$ cat config.mk
export PLATFORM = sky130hd
export DESIGN_NAME = csr_commit
export DESIGN_NICKNAME = d
export VERILOG_FILES = /design/src/rtl/csr_commit_pkg.sv /design/src/rtl/csr_ex_arb.sv /design/src/rtl/csr_commit.sv
export SDC_FILE = /design/constraint.sdc
export NUM_CORES = 1
export LEC_CHECK = 0
export CAP_MARGIN = 40
export CORE_ASPECT_RATIO = 0.9
export CORE_MARGIN = 8
export CORE_UTILIZATION = 35
export DETAILED_ROUTE_END_ITERATION = 10
export PLACE_DENSITY = 0.77
export SKIP_LAST_GASP = 1
export SYNTH_ARGS = -nofsm -noshare
export SYNTH_HDL_FRONTEND = slang
export SYNTH_SLANG_ARGS = --single-unit
$ cat constraint.sdc
create_clock -name clock -period 3.99 [get_ports clock]
set_input_delay 0.399 -clock clock [delete_from_list [all_inputs] [get_ports clock]]
set_output_delay 0.399 -clock clock [all_outputs]
set_load 0.005 [all_outputs]
$ cat src/rtl/csr_commit_pkg.sv
// csr_commit_pkg: shared encodings and the WB stage-register layout for csr_commit.
package csr_commit_pkg;

    localparam logic [5:0] ECODE_INT = 6'h00;
    localparam logic [5:0] ECODE_ADE = 6'h08;
    localparam logic [5:0] ECODE_ALE = 6'h09;
    localparam logic [5:0] ECODE_SYS = 6'h0B;
    localparam logic [5:0] ECODE_BRK = 6'h0C;
    localparam logic [5:0] ECODE_INE = 6'h0D;

    typedef enum logic [1:0] {
        CSR_NONE = 2'd0,
        CSR_RD   = 2'd1,
        CSR_WR   = 2'd2,
        CSR_XCHG = 2'd3
    } csr_op_t;

    typedef enum logic [1:0] {
        S_IDLE   = 2'd0,
        S_COMMIT = 2'd1,
        S_DRAIN  = 2'd2
    } state_t;

    // What the instruction in WB does this cycle.
    typedef enum logic [1:0] {
        K_NONE   = 2'd0,
        K_EX     = 2'd1,
        K_ERTN   = 2'd2,
        K_NORMAL = 2'd3
    } kind_t;

    typedef struct packed {
        logic [31:0] pc;
        csr_op_t     csr_op;
        logic [13:0] csr_num;
        logic [31:0] rj_value;
        logic [31:0] rd_value;
        logic        ex;
        logic [5:0]  ecode;
        logic [8:0]  esubcode;
        logic        ertn;
        logic        rf_we;
        logic [4:0]  dest;
        logic [31:0] result;
    } stage_t;

    // csrwr and csrxchg modify the CSR; csrrd only reads it.
    function automatic logic csr_writes(csr_op_t op);
        return (op == CSR_WR) || (op == CSR_XCHG);
    endfunction

endpackage

$ cat src/rtl/csr_ex_arb.sv
// csr_ex_arb: interrupt / exception / ertn priority for the WB instruction (CSR_COMMIT_INT_EN enables interrupts).
module csr_ex_arb
    import csr_commit_pkg::*;
(
    input  logic       valid,
    input  logic       has_int,
    input  logic       ex,
    input  logic [5:0] ecode,
    input  logic [8:0] esubcode,
    input  logic       ertn,
    output kind_t      kind,
    output logic [5:0] wb_ecode,
    output logic [8:0] wb_esubcode
);

    logic int_req;

`ifdef CSR_COMMIT_INT_EN
    assign int_req = has_int;
`else
    logic int_unused;
    assign int_unused = has_int;
    assign int_req    = 1'b0;
`endif

    // First match wins: interrupt, then upstream exception, then ertn, else a normal commit.
    always_comb begin
        kind        = !valid ? K_NONE : (int_req || ex) ? K_EX : ertn ? K_ERTN : K_NORMAL;
        wb_ecode    = !valid ? 6'd0 : int_req ? ECODE_INT : ex ? ecode : 6'd0;
        wb_esubcode = (!valid || int_req || !ex) ? 9'd0 : esubcode;
    end

endmodule

$ cat src/rtl/csr_commit.sv
// csr_commit: WB commit unit driving the CSR access/exception port, flush redirect and GPR writeback.
module csr_commit
    import csr_commit_pkg::*;
(
    input  logic        clock,
    input  logic        reset,
    input  logic        ms_valid,
    output logic        ws_allowin,
    input  logic [31:0] ms_pc,
    input  logic [1:0]  ms_csr_op,
    input  logic [13:0] ms_csr_num,
    input  logic [31:0] ms_rj_value,
    input  logic [31:0] ms_rd_value,
    input  logic        ms_ex,
    input  logic [5:0]  ms_ecode,
    input  logic [8:0]  ms_esubcode,
    input  logic        ms_ertn,
    input  logic        ms_rf_we,
    input  logic [4:0]  ms_dest,
    input  logic [31:0] ms_result,
    input  logic        has_int,
    input  logic [31:0] csr_eentry,
    input  logic [31:0] csr_era,
    output logic        csr_re,
    output logic [13:0] csr_num,
    input  logic [31:0] csr_rvalue,
    output logic        csr_we,
    output logic [31:0] csr_wmask,
    output logic [31:0] csr_wvalue,
    output logic        wb_ex,
    output logic [5:0]  wb_ecode,
    output logic [8:0]  wb_esubcode,
    output logic [31:0] wb_pc,
    output logic        eret_flush,
    output logic        flush,
    output logic [31:0] flush_pc,
    output logic        rf_we,
    output logic [4:0]  rf_waddr,
    output logic [31:0] rf_wdata
);

    state_t state, state_next;
    stage_t stage;
    kind_t  kind;
    logic   commit;
    logic   accept;
    logic   is_ex;
    logic   is_ertn;
    logic   is_norm;
    logic   has_csr;

    // A synchronous reset must still silence the strobes of an instruction sitting in COMMIT.
    assign commit = (state == S_COMMIT) && !reset;
    // The flushing instruction also kills whatever MEM offers alongside it.
    assign accept = ms_valid && ws_allowin && !flush;

    csr_ex_arb u_arb (
        .valid      (commit),
        .has_int    (has_int),
        .ex         (stage.ex),
        .ecode      (stage.ecode),
        .esubcode   (stage.esubcode),
        .ertn       (stage.ertn),
        .kind       (kind),
        .wb_ecode   (wb_ecode),
        .wb_esubcode(wb_esubcode)
    );

    // State register.
    always_ff @(posedge clock) begin
        if (reset) state <= S_IDLE;
        else       state <= state_next;
    end

    // Capture the instruction leaving MEM into the one-entry stage register.
    always_ff @(posedge clock) begin
        if (reset) begin
            stage <= '0;
        end else if (accept) begin
            stage <= '{
                pc:       ms_pc,
                csr_op:   csr_op_t'(ms_csr_op),
                csr_num:  ms_csr_num,
                rj_value: ms_rj_value,
                rd_value: ms_rd_value,
                ex:       ms_ex,
                ecode:    ms_ecode,
                esubcode: ms_esubcode,
                ertn:     ms_ertn,
                rf_we:    ms_rf_we,
                dest:     ms_dest,
                result:   ms_result
            };
        end
    end

    // Next state: a flush always leads to a one-cycle DRAIN bubble, otherwise follow the accept.
    always_comb begin
        state_next = (state == S_DRAIN) ? S_IDLE :
                     flush              ? S_DRAIN :
                     accept             ? S_COMMIT : S_IDLE;
    end

    // Commit strobes and data, all zero unless the matching commit kind is active.
    always_comb begin
        is_ex      = kind == K_EX;
        is_ertn    = kind == K_ERTN;
        is_norm    = kind == K_NORMAL;
        has_csr    = stage.csr_op != CSR_NONE;
        ws_allowin = state != S_DRAIN;
        csr_re     = is_norm && has_csr;
        csr_we     = is_norm && csr_writes(stage.csr_op);
        csr_num    = csr_re ? stage.csr_num : 14'd0;
        csr_wmask  = !csr_we ? 32'd0 : (stage.csr_op == CSR_XCHG) ? stage.rj_value : 32'hFFFF_FFFF;
        csr_wvalue = csr_we ? stage.rd_value : 32'd0;
        wb_ex      = is_ex;
        wb_pc      = is_ex ? stage.pc : 32'd0;
        eret_flush = is_ertn;
        flush      = is_ex || is_ertn;
        flush_pc   = is_ex ? csr_eentry : is_ertn ? csr_era : 32'd0;
        rf_we      = is_norm && stage.rf_we && (stage.dest != 5'd0);
        rf_waddr   = rf_we ? stage.dest : 5'd0;
        rf_wdata   = !is_norm ? 32'd0 : has_csr ? csr_rvalue : stage.result;
    end

endmodule

# Word-level counts from Yosys, hierarchy flattened
# Index checks and enable logic that the tools add are counted.
dict set report word_totals {
  register_bits 169
  output_inout_bits 201
  word_cells 58
}
dict set report op_classes {
  n_eq_ne 8
  n_mux 18
  reduce_logical 18
}
# cell count
set ops {}
lappend ops {{two-way mux 32 bit} 8}
lappend ops {{two-way mux 14 bit} 1}
lappend ops {{two-way mux 6 bit} 2}
lappend ops {{equality test 2 bit, second input constant} 5}
lappend ops {{two-way mux 9 bit} 1}
lappend ops {{logical AND 1 bit} 7}
lappend ops {{two-way mux 2 bit} 3}
lappend ops {{two-way mux 5 bit} 1}
lappend ops {{nonzero test 5 bit} 1}
lappend ops {{equality test 2 x 1 -> 1 bit, second input constant} 2}
lappend ops {{zero test 1 bit} 4}
lappend ops {{logical OR 1 bit} 3}
lappend ops {{OR reduction 3 bit} 1}
lappend ops {{two-way mux 1 bit} 2}
lappend ops {{!= test 2 bit, second input constant} 1}
lappend ops {{nonzero test 2 bit} 1}
lappend ops {{OR reduction 2 bit} 1}

# Depth between registers and ports, before layout
dict set report depth {
  word_depth 9
  depth_mapped 7
  depth_no_buf 4
}

# By module
# A second synthesis with hierarchy kept.
dict set report hier_totals {
  cells_unflattened 1080
  area_unflattened_um2 9461.6
}
# module instances cells_each area_per_inst_um2
set modules_own_cells {}
lappend modules_own_cells {csr_commit 1 1060 9322.7}
lappend modules_own_cells {csr_ex_arb 1 20 138.9}

# Worst setup path before layout
# No wires, ideal clock.
dict set report synth_path {
  kind {in2out}
  start {in reset}
  end {out flush_pc[22]}
  arrival_time_ns 1.655
  required_ns 3.591
  setup_slack_ns 1.936
  path_stages 5
  cell_sequence {or3b_1 -> buf_2 -> nor3b_2 -> clkbuf_1 -> a22o_1}
}
dict set report synth_between {
  elab_chain_cells 6
  elab_cells_between_ends 7
  classes_between {eq/ne: 2; mux: 3; reduce/logical: 2}
}
# item line
set synth_rtl {}
lappend synth_rtl {{start, declared} csr_commit.sv:6} ;# input logic reset,
lappend synth_rtl {{zero test 1 bit} csr_commit.sv:53} ;# assign commit = (state == S_COMMIT) && !reset;
lappend synth_rtl {{logical AND 1 bit} csr_commit.sv:53}
lappend synth_rtl {{two-way mux 2 bit} csr_ex_arb.sv:28} ;# kind = !valid ? K_NONE : (int_req || ex) ? K_EX : ertn ? K_ERTN : K_NORMAL;
lappend synth_rtl {{equality test 2 bit} csr_commit.sv:107} ;# is_ertn = kind == K_ERTN;
lappend synth_rtl {{named net eret_flush} csr_commit.sv:34} ;# output logic eret_flush,
lappend synth_rtl {{two-way mux 32 bit (2 in a row)} csr_commit.sv:120} ;# flush_pc = is_ex ? csr_eentry : is_ertn ? csr_era : 32'd0;
lappend synth_rtl {{end, declared} csr_commit.sv:36} ;# output logic [31:0] flush_pc,
# The timed path passes the listed nets, and every way through them passes these cells.

# Worst setup path in the final report
dict set report layout_path {
  start {reg stage[38] (netlist name)}
  end {out csr_wvalue[22]}
}
dict set report layout_between {
  elab_chain_cells 6
}
# item line
set layout_rtl {}
lappend layout_rtl {{start, declared} csr_commit.sv:43} ;# stage_t stage;
lappend layout_rtl {{start signal, assigned} csr_commit.sv:80} ;# stage <= '{
lappend layout_rtl {{two-way mux 1 bit} csr_ex_arb.sv:28}
lappend layout_rtl {{two-way mux 2 bit (2 in a row)} csr_ex_arb.sv:28}
lappend layout_rtl {{equality test 2 bit} csr_commit.sv:108} ;# is_norm = kind == K_NORMAL;
lappend layout_rtl {{logical AND 1 bit} csr_commit.sv:112} ;# csr_we = is_norm && csr_writes(stage.csr_op);
lappend layout_rtl {{two-way mux 32 bit} csr_commit.sv:115} ;# csr_wvalue = csr_we ? stage.rd_value : 32'd0;
lappend layout_rtl {{end, declared} csr_commit.sv:29} ;# output logic [31:0] csr_wvalue,
# Every way passes these cells.

==> metrics.md <==
| Metric | Value |
|---|---|
| Status | completed |
| Critical Path RT | 3.59 ns |
| Vias | between 8000 and 9000 |
| Worst VDD drop | around 0.25 mV |
| Layout cell share with drive strength beyond 1 | just under 4% |
| Filler Cell Count | around 2300 |
| Register area | 3380 um2 |
| Unrepaired setup endpoints after global routing | false |
| DIE HEIGHT | approximately 170 um |
| Initial drt markers | 437 |
| Largest net degree at the start of global routing | 119 |
| Power Density | 295 nW/um2 |
| Starting Density | a little over a third |
| LEAKAGE | 6.00 nW |
| Syn. warnings | 0 |
| Total wire length | approximately 34 mm |
| CTS max path bufs | 2 |
| Number of primary I/O pins | ~470 |
| DP HPWL | around 26 mm |
| Die area | around 32000 um2 |
| RR Startpoint | stage[38] |
| CTS Hold Bufs | 0 |
| Tcrit/Tclk final | ~79% |
| DRT antenna net count | 0 |
| Yosys cell types | 22 |
| Number of global-route vias before repair | 8889 |
| CTS H-tree depth | 4 |
| All-Layer GR Usage | between 20% and 30% |
| Gate Count Post-Synth | between 1000 and 1500 |
| P&R area growth vs syn | 58.4% |
| Fin. max-slew vios | 0 |
| WHS | approximately 0.47 ns |
| Total CTS buffers | 17 |
| FF+latch count, synth | between 150 and 200 |
| Cell Rows | 56 |
| Area of the multi-input gates | roughly 5400 um2 |
| Clock root buffer | clkbuf_16 |
| DR pass1 iterations | 4 |
| Crit path from | stage[38] |
| Clock latency on the worst-skew pair | 0.42 ns |
| Worst-path clk slew | about 0.070 ns |
| Max FO, Critical Path | 33 |
| Hold WC Path Type | register to register |
| Non-Filler Instances | between 1500 and 2000 |
| Final clock skew | about 0.015 ns |
| Mean area per synthesized cell | approximately 8.7 um2 |
| CP Capture Type | output port |
| Fmax | roughly 0.32 GHz |
| IO Port Bufs | 466 |
| Gp weighted congestion | 0.857 |
| Synthesized Nets | around 1300 |
| Setup TNS | 0 ns |
| Routed wire per std cell | approximately 19 um |
| Drt drc | 0 |
| Final net count | approximately 1800 |
| Die width | 188 um |
| Max transition margin | 40.3% |
| Final setup viols | 0 |
| Register area share after synthesis | between 30% and 40% |
| Total power | 4.35 mW |
| Worst-margin pin slew | between 0.8 and 0.9 ns |
| Max-cap violations | 0 |
| Inst Count DP | roughly 1800 |
| Core Area | around 26000 um2 |
| First-pass GRT wire length | around 50 mm |
| CP startpoint kind | register |
| Final Hold Vio Count | 0 |
| Crit path kind | register to output port |
| Mapped Area | slightly above 9000 um2 |
| Via-to-Cell Ratio | between 4 and 5 |
| Initial antenna violation count | 4 |
| Critical Path AT | 2.77 ns |
| Fin crit period | around 3.2 ns |
| Grt total ovfl | 0 |
| CTS tree | done |
| Postcts setup bufs | 0 |
| Hold wc startpoint | stage[151] |
| CTS Sinks | about 170 |
| Post_cts resized | 0 |
synth_stat cells, drive strengths merged:
cell type	instances	share of area, %
nand2b	335	23
dfxtp	169	36
mux2i	167	18
clkbuf	77	3.1
and3	66	4.4
nand2	65	2.6
a21oi	64	3.4
and2	33	2.2
inv	33	1.3
a22o	32	3.0
buf	20	2.0
nor2	5	0.20
nor3b	2	0.21
o211a	2	0.21
nand3	1	0.054
nor2b	1	0.067
nor3	1	0.054
or2	1	0.067
or3b	1	0.094
or4	1	0.081
critical path, stage by stage, from the launching register on:
cell             delay, ns
dfxtp_1               0.35
nor2_1                0.33
nand3_1               0.19
inv_1                 0.69
and2_1                0.24
clkdlybuf4s50_1       0.53
metal layers:
| metal | share of wire (%) | vias up | GRT usage (%) |
|---|---|---|---|
| li1 | - | 4330 | - |
| met1 | 39 | 4078 | 21.7 |
| met2 | 50 | 312 | 36.4 |
| met3 | 7.3 | 57 | 6.13 |
| met4 | 3.7 | 0 | 8.80 |
| met5 | 0 | - | 0 |
flip-flops by register name (all words and copies together) (netlist names):
signal	count
stage	167
state	2
stage by stage:
stage,instance area [um2],util (%),worst slack (ns)
after floorplan,9310,-,1.94
after global placement,14100,54.0,0.993
after detailed placement,14200,54.2,0.978
after CTS,14700,56.4,0.799
after global routing,14700,56.4,0.637
final,14800,56.4,0.826
placed cells by master, fill, tap and decap left out, types with 2 or more instances in the layout:
master and count:
and3_1 66, and2_1 33, nor2_1 4, mux2i_1 167, bufinv_16 2, diode_2 5
clkinv_2 2, buf_4 16, inv_8 3, nand2b_1 335, inv_1 33, clkdlybuf4s50_1 465
dfxtp_1 168, clkinvlp_4 3, a21oi_1 64, nand2_1 65, a22o_1 32, clkbuf_16 17
buf_12 2, inv_6 4
power by group:
group | internal (mW) | leakage [nW] | switching, mW | total, mW
Combinational | 0.467 | 4.33 | 0.307 | 0.774
Sequential | 1.80 | 1.40 | 0.0623 | 1.87
Clock | 0.940 | 0.282 | 0.772 | 1.71
area by class of cell:
type                            count  share of cell area [%]
Antenna cell                        5                  0.0848
Clock buffer                       17                    2.88
Clock inverter                     14                    1.09
Inverter                           33                   0.840
Multi-Input combinational cell    777                    36.3
Sequential cell                   169                    22.9
Tap cell                          348                    2.95
Timing Repair Buffer              485                    32.9
final timing paths:
| check | to | slack, ns | cells past startpoint |
|---|---|---|---|
| hold reg to reg | stage[151] | 0.47 | 2 |
| setup / recovery | csr_wvalue[22] | 0.83 | 5 |
| hold / removal | stage[151] | 0.47 | 2 |
| setup reg to reg | stage[129] | 1.92 | 4 |
cell families after synthesis:
logic type | synth area share (%)
buf+inv | 6.45
flops | 36.3
compound gates | 6.66
simple gates | 32.6
mux | 17.9
(Power assumes the default switching activity.)
